[src/rtl/scan_seq_pkg.sv]
// Shared types and constants for the scan sequencer: FSM states, index width, dwell width default.
package scan_seq_pkg;

   typedef enum logic {
      IDLE = 1'b0,
      SCAN = 1'b1
   } state_t;

   localparam int IDX_W       = 3;
   localparam int DWELL_W_DEF = 8;

endpackage

[src/rtl/dwell_timer.sv]
// Per-index hold counter: expire pulses combinationally once the count reaches limit (limit+1 cycles per index).
// Count is cleared on clr, while disabled and on expiry; no backpressure.
module dwell_timer #(
   parameter int W = 8
) (
   input  logic         clk,
   input  logic         rst,
   input  logic         clr,
   input  logic         en,
   input  logic [W-1:0] limit,
   output logic         expire
);

   logic [W-1:0] cnt_q;

   assign expire = en && (cnt_q == limit);

   always_ff @(posedge clk) begin
      if (rst || clr || !en || expire) cnt_q <= '0;
      else                             cnt_q <= cnt_q + 1'b1;
   end

endmodule

[src/rtl/scan_sequencer.sv]
// Index scanner driving 3-to-8 decoder selects; all outputs registered, one cycle after start/stop/expiry.
// No backpressure; SCAN_PINGPONG_EN adds the pingpong input for up/down continuous scans.
module scan_sequencer
   import scan_seq_pkg::*;
#(
   parameter int DWELL_W = DWELL_W_DEF
) (
   input  logic               clk,
   input  logic               rst,
   input  logic               start,
   input  logic               stop,
   input  logic               oneshot,
`ifdef SCAN_PINGPONG_EN
   input  logic               pingpong,
`endif
   input  logic [2:0]         last,
   input  logic [DWELL_W-1:0] dwell,
   output logic               s0,
   output logic               s1,
   output logic               s2,
   output logic               active,
   output logic               done,
   output logic               wrap
);

   state_t               state_q, state_nxt;
   logic [IDX_W-1:0]     idx_q, idx_nxt;
   logic [IDX_W-1:0]     last_q, last_nxt;
   logic [DWELL_W-1:0]   dwell_q, dwell_nxt;
   logic                 oneshot_q, oneshot_nxt;
   logic                 down_q, down_nxt;
   logic                 done_q, done_nxt;
   logic                 wrap_q, wrap_nxt;
   logic                 active_q;
   logic                 pp_mode;
   logic                 expire;

`ifdef SCAN_PINGPONG_EN
   logic pp_q;

   always_ff @(posedge clk) begin
      if (rst)                 pp_q <= 1'b0;
      else if (start && !stop) pp_q <= pingpong;
   end

   assign pp_mode = pp_q;
`else
   assign pp_mode = 1'b0;
`endif

   dwell_timer #(.W(DWELL_W)) u_dwell_timer (
      .clk    (clk),
      .rst    (rst),
      .clr    (start || stop),
      .en     (state_q == SCAN),
      .limit  (dwell_q),
      .expire (expire)
   );

   always_comb begin
      state_nxt   = state_q;
      idx_nxt     = idx_q;
      last_nxt    = last_q;
      dwell_nxt   = dwell_q;
      oneshot_nxt = oneshot_q;
      down_nxt    = down_q;
      done_nxt    = 1'b0;
      wrap_nxt    = 1'b0;
      if (stop) begin
         state_nxt = IDLE;
         idx_nxt   = '0;
         down_nxt  = 1'b0;
      end else if (start) begin
         state_nxt   = SCAN;
         idx_nxt     = '0;
         down_nxt    = 1'b0;
         last_nxt    = last;
         dwell_nxt   = dwell;
         oneshot_nxt = oneshot;
      end else if (state_q == SCAN && expire) begin
         if (down_q) begin
            idx_nxt = idx_q - 1'b1;
            if (idx_q == 1) begin
               wrap_nxt = 1'b1;
               down_nxt = 1'b0;
            end
         end else if (idx_q != last_q) begin
            idx_nxt = idx_q + 1'b1;
         end else if (oneshot_q) begin
            state_nxt = IDLE;
            idx_nxt   = '0;
            done_nxt  = 1'b1;
         end else if (pp_mode && last_q != 0) begin
            // Turn at the top; a range of 0..1 lands straight back on 0
            idx_nxt = last_q - 1'b1;
            if (last_q == 1) wrap_nxt = 1'b1;
            else             down_nxt = 1'b1;
         end else begin
            idx_nxt  = '0;
            wrap_nxt = 1'b1;
         end
      end
   end

   always_ff @(posedge clk) begin
      if (rst) begin
         state_q   <= IDLE;
         idx_q     <= '0;
         last_q    <= '0;
         dwell_q   <= '0;
         oneshot_q <= 1'b0;
         down_q    <= 1'b0;
         done_q    <= 1'b0;
         wrap_q    <= 1'b0;
         active_q  <= 1'b0;
      end else begin
         state_q   <= state_nxt;
         idx_q     <= idx_nxt;
         last_q    <= last_nxt;
         dwell_q   <= dwell_nxt;
         oneshot_q <= oneshot_nxt;
         down_q    <= down_nxt;
         done_q    <= done_nxt;
         wrap_q    <= wrap_nxt;
         active_q  <= (state_nxt == SCAN);
      end
   end

   assign s0     = idx_q[0];
   assign s1     = idx_q[1];
   assign s2     = idx_q[2];
   assign active = active_q;
   assign done   = done_q;
   assign wrap   = wrap_q;

endmodule

[config.mk]
export PLATFORM = sky130hd
export DESIGN_NAME = scan_sequencer
export DESIGN_NICKNAME = d
export VERILOG_FILES = /design/src/rtl/scan_seq_pkg.sv /design/src/rtl/dwell_timer.sv /design/src/rtl/scan_sequencer.sv
export SDC_FILE = /design/constraint.sdc
export NUM_CORES = 1
export LEC_CHECK = 0
export CAP_MARGIN = 20
export CORE_MARGIN = 5
export CORE_UTILIZATION = 43
export CTS_CLUSTER_SIZE = 8
export DETAILED_ROUTE_END_ITERATION = 10
export GPL_TIMING_DRIVEN = 0
export PLACE_DENSITY = 0.66
export SLEW_MARGIN = 40
export SYNTH_ARGS = -nofsm -noshare
export SYNTH_HDL_FRONTEND = slang
export SYNTH_SLANG_ARGS = --single-unit
[constraint.sdc]
create_clock -name clk -period 2.32 [get_ports clk]
set_clock_uncertainty 0.15 [all_clocks]
set_input_delay 0.232 -clock clk [delete_from_list [all_inputs] [get_ports clk]]
set_output_delay 0.232 -clock clk [all_outputs]
set_load 0.005 [all_outputs]
==> flow_summary.json <==
{
  "pwr-share-seq": 0.626,
  "first_pass_iters": 4,
  "grt_usage": 0.126,
  "fin_nets": 182,
  "crit_fanout": 9,
  "timing.final.crit_share": 0.806,
  "hold_ws_ns": 0.293,
  "boundaryPins": 22,
  "drcViolationCount": 0,
  "crit_type": "register to register",
  "min_from": "dwell[6]",
  "max_stage_delay_ns": 0.51,
  "maxSlewViolCount": 0,
  "clock_sinks": 27,
  "place_hpwl_um": 1770,
  "rsz0062_at_grt": "no",
  "timing.max_cap.violations": 0,
  "post-route-min-period_ns": 1.87,
  "r2r-start": "u_dwell_timer.cnt_q[1]",
  "synth_area_um2": 1210,
  "drtIter0Drc": 42,
  "cp.required_ns": 2.43,
  "grt_pass1_vias": 916,
  "grtUsageMet1": 0.163,
  "finalWeightedCongestion": 0.808,
  "path_cells": "xor2_1, nor4_4, nand3_4, or4b_1, o21ai_1",
  "clk_path_buf_depth": 2,
  "clkSlewWorstSetupHoldPaths_ns": 0.15,
  "grt_use_met3": 0.0302,
  "start_util": 0.444,
  "tightest_slew_ns": 0.687,
  "powerDensity_nw_per_um2": 519,
  "ff2ff_path_depth": 5,
  "cts_resized": 0,
  "crit_start": "u_dwell_timer.cnt_q[1]",
  "overflow": 0,
  "cts_setup_buffers": 0,
  "pwr-share-comb": 0.116,
  "grt_max_degree": 15,
  "ir_drop_uv": 402,
  "antenna_found_initial": 0,
  "cts_hold_buf": 0,
  "p_int_w": 0.000589,
  "tritoncts": "built",
  "die_x_um": 63.1,
  "coreArea_um2": 2730,
  "slew_headroom": 0.537,
  "yosys_warnings": 0,
  "n_antenna_cell": 0,
  "syn_to_final_growth_pct": 22.7,
  "drive_above_1_share": 0.0497,
  "synth_cell_types": 26,
  "htree_levels": 1,
  "wl_per_cell_um": 12.2,
  "synth_area_per_cell_um2": 8.92,
  "sw_frac_of_total": 0.238,
  "status": "completed",
  "synth_nets": 156,
  "arrival_ns": 1.98,
  "p_clk_frac": 0.258,
  "dr_total_vias": 949,
  "hold_depth": 3,
  "cts-root-buf": "clkbuf_4",
  "cellLeakagePower_nw": 0.580,
  "end_kind": "register",
  "post_drt_via_cell_ratio": 4.94,
  "layoutNonFillerInstCount": 192,
  "holdCritPathClass": "input pin to register",
  "die_y_um": 63.1,
  "holdPathEnd": "dwell_q[6]",
  "ant_nets": 0,
  "tns_ns": 0,
  "fmax_mhz": 535,
  "grt.busiest_layer": "met2",
  "cts_buffers": 3,
  "dieArea_um2": 3980,
  "r2r-end": "idx_q[2]",
  "start_kind": "register",
  "grt_first_pass_wirelength_um": 4080,
  "dp_cells": 188,
  "hold_violations": 0,
  "insertion_delay_ns": 0.31,
  "numPortBuffers": 21,
  "setup_viol": 0,
  "rows": 19,
  "drt-total-wl_um": 2350,
  "rrSetupSlack_ns": 0.45,
  "p_sw_w": 0.000184,
  "critPathSlowestCell": "or4b_1",
  "synthCells": 136,
  "met2_usage": 0.206,
  "ys_ff_latch": 27,
  "ys_seq_area_frac": 0.445
}
-- worst max-delay path: cells and delay by family (launching register included) --
family / cells / cell delay (ns)
simple gates: 3 / 1.02
compound gates: 1 / 0.07
flops: 1 / 0.44
xor+xnor: 1 / 0.13
-- registers in the layout, indices dropped and copies added, names as in the netlist --
| signal | count |
|---|---|
| idx_q | 3 |
| down_q | 1 |
| last_q | 3 |
| done | 1 |
| dwell_q | 8 |
| oneshot_q | 1 |
| active | 1 |
| wrap | 1 |
| u_dwell_timer.cnt_q | 8 |
-- power by group through the flow --
stage	combinational (W)	clock, W	sequential [W]
2_1_floorplan	0.0000511	0	0.000491
3_3_place_gp	0.0000883	0	0.000493
3_5_place_dp	0.0000898	0	0.000494
4_1_cts	0.0000901	0.000210	0.000483
5_1_grt	0.0000998	0.000231	0.000485
6_report	0.0000894	0.000199	0.000483
-- how the worst max path moves through the flow --
stage	to	slack [ns]	cells past startpoint
floorplan	idx_q[2]	0.56	5
global placement	idx_q[2]	0.27	5
detailed placement	u_dwell_timer.cnt_q[3]	0.24	4
CTS	idx_q[2]	0.44	5
global route	idx_q[2]	0.33	5
finish	idx_q[2]	0.45	5
-- metrics by stage --
stage	area [µm²]	power [W]	setup slack [ns]	utilization
final	1490	0.000772	0.449	0.545
after detailed placement	1460	0.000583	0.237	0.535
after global routing	1490	0.000816	0.331	0.545
after floorplan	1210	0.000542	0.563	-
after CTS	1490	0.000783	0.440	0.545
after global placement	1460	0.000582	0.269	0.535
-- cell usage in the layout (no fill, tap or decap), drive strengths merged, types with 3 or more instances in the layout --
master / netlist / routed
a21oi: 12 / 12
clkbuf: 3 / 7
clkdlybuf4s50: 0 / 21
dfxtp: 27 / 27
ha: 4 / 4
inv: 7 / 7
nand2: 26 / 26
nand3: 7 / 7
nor2: 10 / 10
nor3: 3 / 3
nor4: 5 / 5
xor2: 16 / 16
-- kinds of logic (layout without fill, tap and decap cells) --
family | after synthesis | count (layout) | share of synthesized area
XOR/XNOR | 18 | 18 | 0.130
buffers and inverters | 10 | 35 | 0.0309
flip-flops | 27 | 27 | 0.445
adder cells (fa/ha/maj) | 4 | 4 | 0.0412
AND/OR/NAND/NOR | 56 | 56 | 0.243
multiplexers | 1 | 1 | 0.00825
AO/OA/AOI/OAI | 20 | 20 | 0.101
-- Yosys cell counts --
cell / instances / share of area
o21ai_1: 2 / 0.0082
a31o_1: 2 / 0.014
nor2_1: 10 / 0.031
and3_2: 1 / 0.0062
dfxtp_1: 27 / 0.45
a22oi_1: 1 / 0.0062
or3_1: 1 / 0.0052
a211oi_1: 1 / 0.0062
inv_1: 7 / 0.022
or4b_1: 1 / 0.0082
xnor2_1: 2 / 0.014
a32oi_1: 1 / 0.0072
and3_1: 1 / 0.0052
nand2_1: 26 / 0.080
clkbuf_1: 3 / 0.0093
nand3_1: 6 / 0.025
xor2_1: 16 / 0.12
nor4_1: 3 / 0.015
nand2b_1: 1 / 0.0052
ha_1: 4 / 0.041
a21oi_1: 12 / 0.049
nor3_1: 3 / 0.012
mux2i_1: 1 / 0.0082
nor4_4: 2 / 0.035
nand3_4: 1 / 0.014
o311a_2: 1 / 0.0093
-- cell type report --
cell class                 count  area, µm²
inverter                       7       26.3
tap                           31       38.8
timing repair buffer          21        210
multi-input combinational     99        636
sequential                    27        541
fill                         261       1240
buffer                         3       11.3
clock buffer                   4       26.3
-- metal layers --
metal	vias up	share of wire
li1	508	-
met1	425	0.49
met2	14	0.47
met3	2	0.029
met4	0	0.011
met5	-	0
Note: power is estimated with default switching activity, not from simulation.
==> RTL change 1: new RTL, config.mk and constraints unchanged <==
Build with the macro `SCAN_PINGPONG_EN` defined.
--- a/src/rtl/scan_sequencer.sv
+++ b/src/rtl/scan_sequencer.sv
@@ -1,4 +1,6 @@
 // Index scanner driving 3-to-8 decoder selects; all outputs registered, one cycle after start/stop/expiry.
 // No backpressure; SCAN_PINGPONG_EN adds the pingpong input for up/down continuous scans.
+`define SCAN_PINGPONG_EN
+
 module scan_sequencer
    import scan_seq_pkg::*;
Interface: changed (added pingpong); port bits go from 22 to 23. No check against the original RTL was run, so the function may have changed too.
==> RTL change 1 against the unedited design <==
Power rose by 5.4%. Worst setup slack lost 0.31 ns. Synthesized area rose by 13%. Hold slack lost 0.024 ns. Wire length is 22% higher. Design area up 12%. Via count grew 22%. Clock power grew 2%. Die area increased by 11%. Sequential cell count is 1 higher. Non-clock buffer count is 3 higher.
==> RTL change 1: results (changes against the unedited design) <==
status:
  status: "finished, final reports clean"
routing:
  via_per_inst: 5.03  # +1.8%
  first_pass_iters: 4  # unchanged
  detail_route.iter0.violations: 37  # -12%
critical_path:
  crit_fanout: 8  # -1
  startpoint: "u_dwell_timer.cnt_q[6]"
  crit_arrival_ns: 2.30  # +0.32 ns
  r2r-start: "u_dwell_timer.cnt_q[6]"
layout:
  fillers: 303  # +16%
  drive_gt1_share_pct: 5.88  # +0.91 points
  final_nets: 213  # +17%
grt:
  grt_pass1_vias: 1191  # +30%
  grt.total_usage_pct: 14.9  # +2.2 points
place:
  gp_congestion: 0.894  # +11%
  port_buffers: 22  # +4.8%
  dp_hpwl_mm: 2.16  # +22%
power_and_ir_drop:
  ir_drop_mv: 0.200  # -50%
  p_leak_nw: 0.617  # +6.4%
synthesis:
  yosysSeqAreaShare_pct: 40.7  # -3.8 points
  yosys-top-cells-count: "nand2_1, dfxtp_1, a21oi_1"
  ys_top_cells_by_area: "dfxtp_1, xor2_1, nand2_1"
min_path:
  min_from: "last[2]"
sta:
  worst_pin_slew_ns: 0.488  # -0.200 ns
clock_tree:
  hold_buffers: 0  # unchanged
  clk_latency_ns: 0.34  # +0.03 ns
-- RTL change 1: area by class of cell --
class	instances	area share (%)
repair buffers	22	13.2
inverters	8	1.79
clock buffers	3	1.35
multi-input cells	121	45.8
well taps	44	3.29
plain buffers	5	1.12
flip-flops and latches	28	33.5
-- RTL change 1: logic make-up (layout without fill, tap and decap cells) --
group / Yosys count / count (layout) / synth area share [%]
flip-flops: 28 / 28 / 40.7
AND/OR/NAND/NOR: 70 / 70 / 26.0
AO/OA/AOI/OAI: 23 / 23 / 9.73
multiplexers: 2 / 2 / 1.55
XOR/XNOR: 19 / 19 / 12.1
buffers and inverters: 13 / 38 / 3.55
adder cells (fa/ha/maj): 7 / 7 / 6.36
-- RTL change 1: critical path: stages (launching register included) --
cell and delay, ns:
dfxtp_1 0.38, xor2_1 0.16, nor4_2 0.41, nand3_2 0.22
or4_1 0.55, a211oi_1 0.25
-- RTL change 1: final timing paths --
check,endpoint,slack [ns],cells past startpoint
max,down_q,0.14,5
min reg2reg,dwell_q[1],0.33,2
min,last_q[2],0.27,3
max reg2reg,down_q,0.14,5
-- RTL change 1: timing repair --
action / in CTS / in global routing
gates resized for setup: 0 / 0
endpoints found under the setup margin: 0 / 1
buffers inserted: 0 / 0
-- RTL change 1: power by group --
part / total [mW] / switching (mW) / internal (mW) / leakage (nW)
Sequential: 0.504 / 0.0115 / 0.493 / 0.227
Clock: 0.203 / 0.142 / 0.0612 / 0.0138
Combinational: 0.107 / 0.0511 / 0.0556 / 0.376
-- RTL change 1: routing by layer --
metal,vias up,wire [um],GRT usage (%)
met2,26,1290,25.0
met3,9,110,3.04
met4,0,65,7.11
met1,528,1400,17.9
li1,599,-,-
met5,-,0,0
-- RTL change 1: through the flow --
| stage | cells | TNS (ns) | cell area (sq um) | hold slack, ns | setup WS (ns) |
|---|---|---|---|---|---|
| finish | 231 | 0 | 1670 | 0.269 | 0.136 |
| global route | 231 | 0 | 1670 | 0.266 | 0.0257 |
| CTS | 231 | 0 | 1670 | 0.266 | 0.157 |
| detailed placement | 228 | -0.152 | 1650 | 0.313 | -0.0343 |
| global placement | 228 | -0.00136 | 1650 | 0.312 | -0.00136 |
| floorplan | 162 | 0 | 1380 | 0.151 | 0.350 |
==> RTL change 2: new RTL, config.mk and constraints unchanged <==
Made on the original files. Register the outputs `s0`, `s1` and `s2`, with the module's reset; this adds one clock of latency there. The other outputs are not delayed to match.
--- a/src/rtl/scan_sequencer.sv
+++ b/src/rtl/scan_sequencer.sv
@@ -127,7 +127,15 @@
    end
 
-   assign s0     = idx_q[0];
-   assign s1     = idx_q[1];
-   assign s2     = idx_q[2];
+   always_ff @(posedge clk) begin
+      if (rst) begin
+         s0 <= '0;
+         s1 <= '0;
+         s2 <= '0;
+      end else begin
+         s0 <= idx_q[0];
+         s1 <= idx_q[1];
+         s2 <= idx_q[2];
+      end
+   end
    assign active = active_q;
    assign done   = done_q;
Formal check against the unedited RTL: not equivalent (a bounded check fails within 4 cycles, from zero or initial values and one cycle with rst high).
==> RTL change 2 against the unedited design <==
Power is 19% higher. First-iteration DRC count down 14%. Final cell count grew 4.2%. Design area grew 5.9%. Synthesized area grew 6.0%. Global-route usage rose by 1.1 points. Fmax fell by 3.9%. Wire length rose by 12%. Non-clock buffer count stayed put. Sequential cell count is 3 higher. Worst setup slack lost 0.076 ns. Critical endpoint unchanged. Largest power group unchanged. Highest routed layer unchanged.
==> RTL change 2: results (changes against the unedited design) <==
place:
  dp_hpwl_mm: 1.93  # +9.1%
  gp_congestion: 0.798  # -1.3%
  dpl_cell_area_sq_um: 1530  # +4.3%
  preCtsSetupSlack_ns: 0.223  # -0.0138 ns
  port_buffers: 20  # -4.8%
routing:
  vias: 1009  # +6.3%
  post_drt_wl_per_cell_um: 13.1  # +7.3%
  detail_route.iter0.violations: 36  # -14%
synthesis:
  synthMuxAreaShare_pct: 0.778  # -0.047 points
  synth-xor-area-share_pct: 12.3  # -0.73 points
  yosys_register_bits: 30  # +11%
  yosysSeqAreaShare_pct: 46.7  # +2.2 points
  ys_top_cells_by_area: "dfxtp_1, xor2_1, nand2_1"
  synth_fa_ha_area_share_pct: 3.89  # -0.23 points
  yosysWarnings: 0  # unchanged
  syn_nets: 163  # +4.5%
  synth_compound_area_share_pct: 9.44  # -0.67 points
  yosys-top-cells-count: "dfxtp_1, nand2_1, xor2_1"
  synth.avg_cell_area_sq_um: 8.99  # +0.79%
layout:
  final_nets: 190  # +4.4%
  clkCellAreaFrac_pct: 3.25  # +1.5 points
  final.clkbuf_count: 6  # +2
  seq_area_sq_um: 601  # +11%
  num-multi-input-gates: 102  # +3.0%
  nNonClkBuffers: 24  # unchanged
  buffer_area_share_pct: 13.7  # -1.2 points
  stdcell_area_sq_um: 1580  # +5.9%
  fillers: 268  # +2.7%
  drive_gt1_share_pct: 6.51  # +1.5 points
  multi_input_area_sq_um: 644  # +1.4%
critical_path:
  crit_arrival_ns: 2.00  # +0.02 ns
  startpoint: "idx_q[1]"
  crit_fanout: 5  # -4
clock_tree:
  cts_buffers: 5  # +2
  cts.htree.levels: 2  # +1
  clk_pin_slew_ns: 0.08  # -0.07 ns
power_and_ir_drop:
  p_comb_share_pct: 10.0  # -1.6 points
  powerSeq_mw: 0.534  # +11%
  p_sw_mw: 0.213  # +16%
  p_leak_nw: 0.623  # +7.5%
  ir_drop_mv: 0.405  # +0.93%
  p_clk_share_pct: 32.0  # +6.2 points
grt:
  grt_max_degree: 11  # -4
  grt.total_usage_pct: 13.7  # +1.1 points
  grt_first_pass_wirelength_mm: 4.34  # +6.5%
min_path:
  min_from: "rst"
  hold_end: "last_q[2]"
  hp-class: "in2reg"
  hold_depth: 2  # -1
sta:
  setup_ws_ns: 0.374  # -0.0755 ns
  worst_pin_slew_ns: 0.809  # +0.122 ns
status:
  status: "finished, final reports clean"
## RTL change 2: changes by cell type in the layout (fill, tap and decap cells not counted), moves of 2 or more
cell      change
a31o_1        -2
a31o_2        +2
clkbuf_4      +2
dfxtp_1       +3
nor2_1        +3
## RTL change 2: routing by layer
metal | GRT usage [%] | up-vias | part of all wire [%]
met1 | 15.9 | 452 | 47
met4 | 6.60 | 0 | 1.1
li1 | - | 532 | -
met3 | 4.32 | 4 | 4.2
met5 | 0 | - | 0
met2 | 22.9 | 21 | 47
## RTL change 2: per-stage QoR
stage | std cells | hold WS [ns]
4_1_cts | 200 | 0.115
5_1_grt | 200 | 0.138
6_report | 200 | 0.125
2_1_floorplan | 143 | 0.160
3_3_place_gp | 194 | 0.304
3_5_place_dp | 194 | 0.313
## RTL change 2: critical path, stage by stage, from the launching register on
cell	delay, ns
dfxtp_1	0.35
xor2_1	0.15
nor4_1	0.71
nor2_1	0.16
a22oi_1	0.23
o21ai_1	0.09
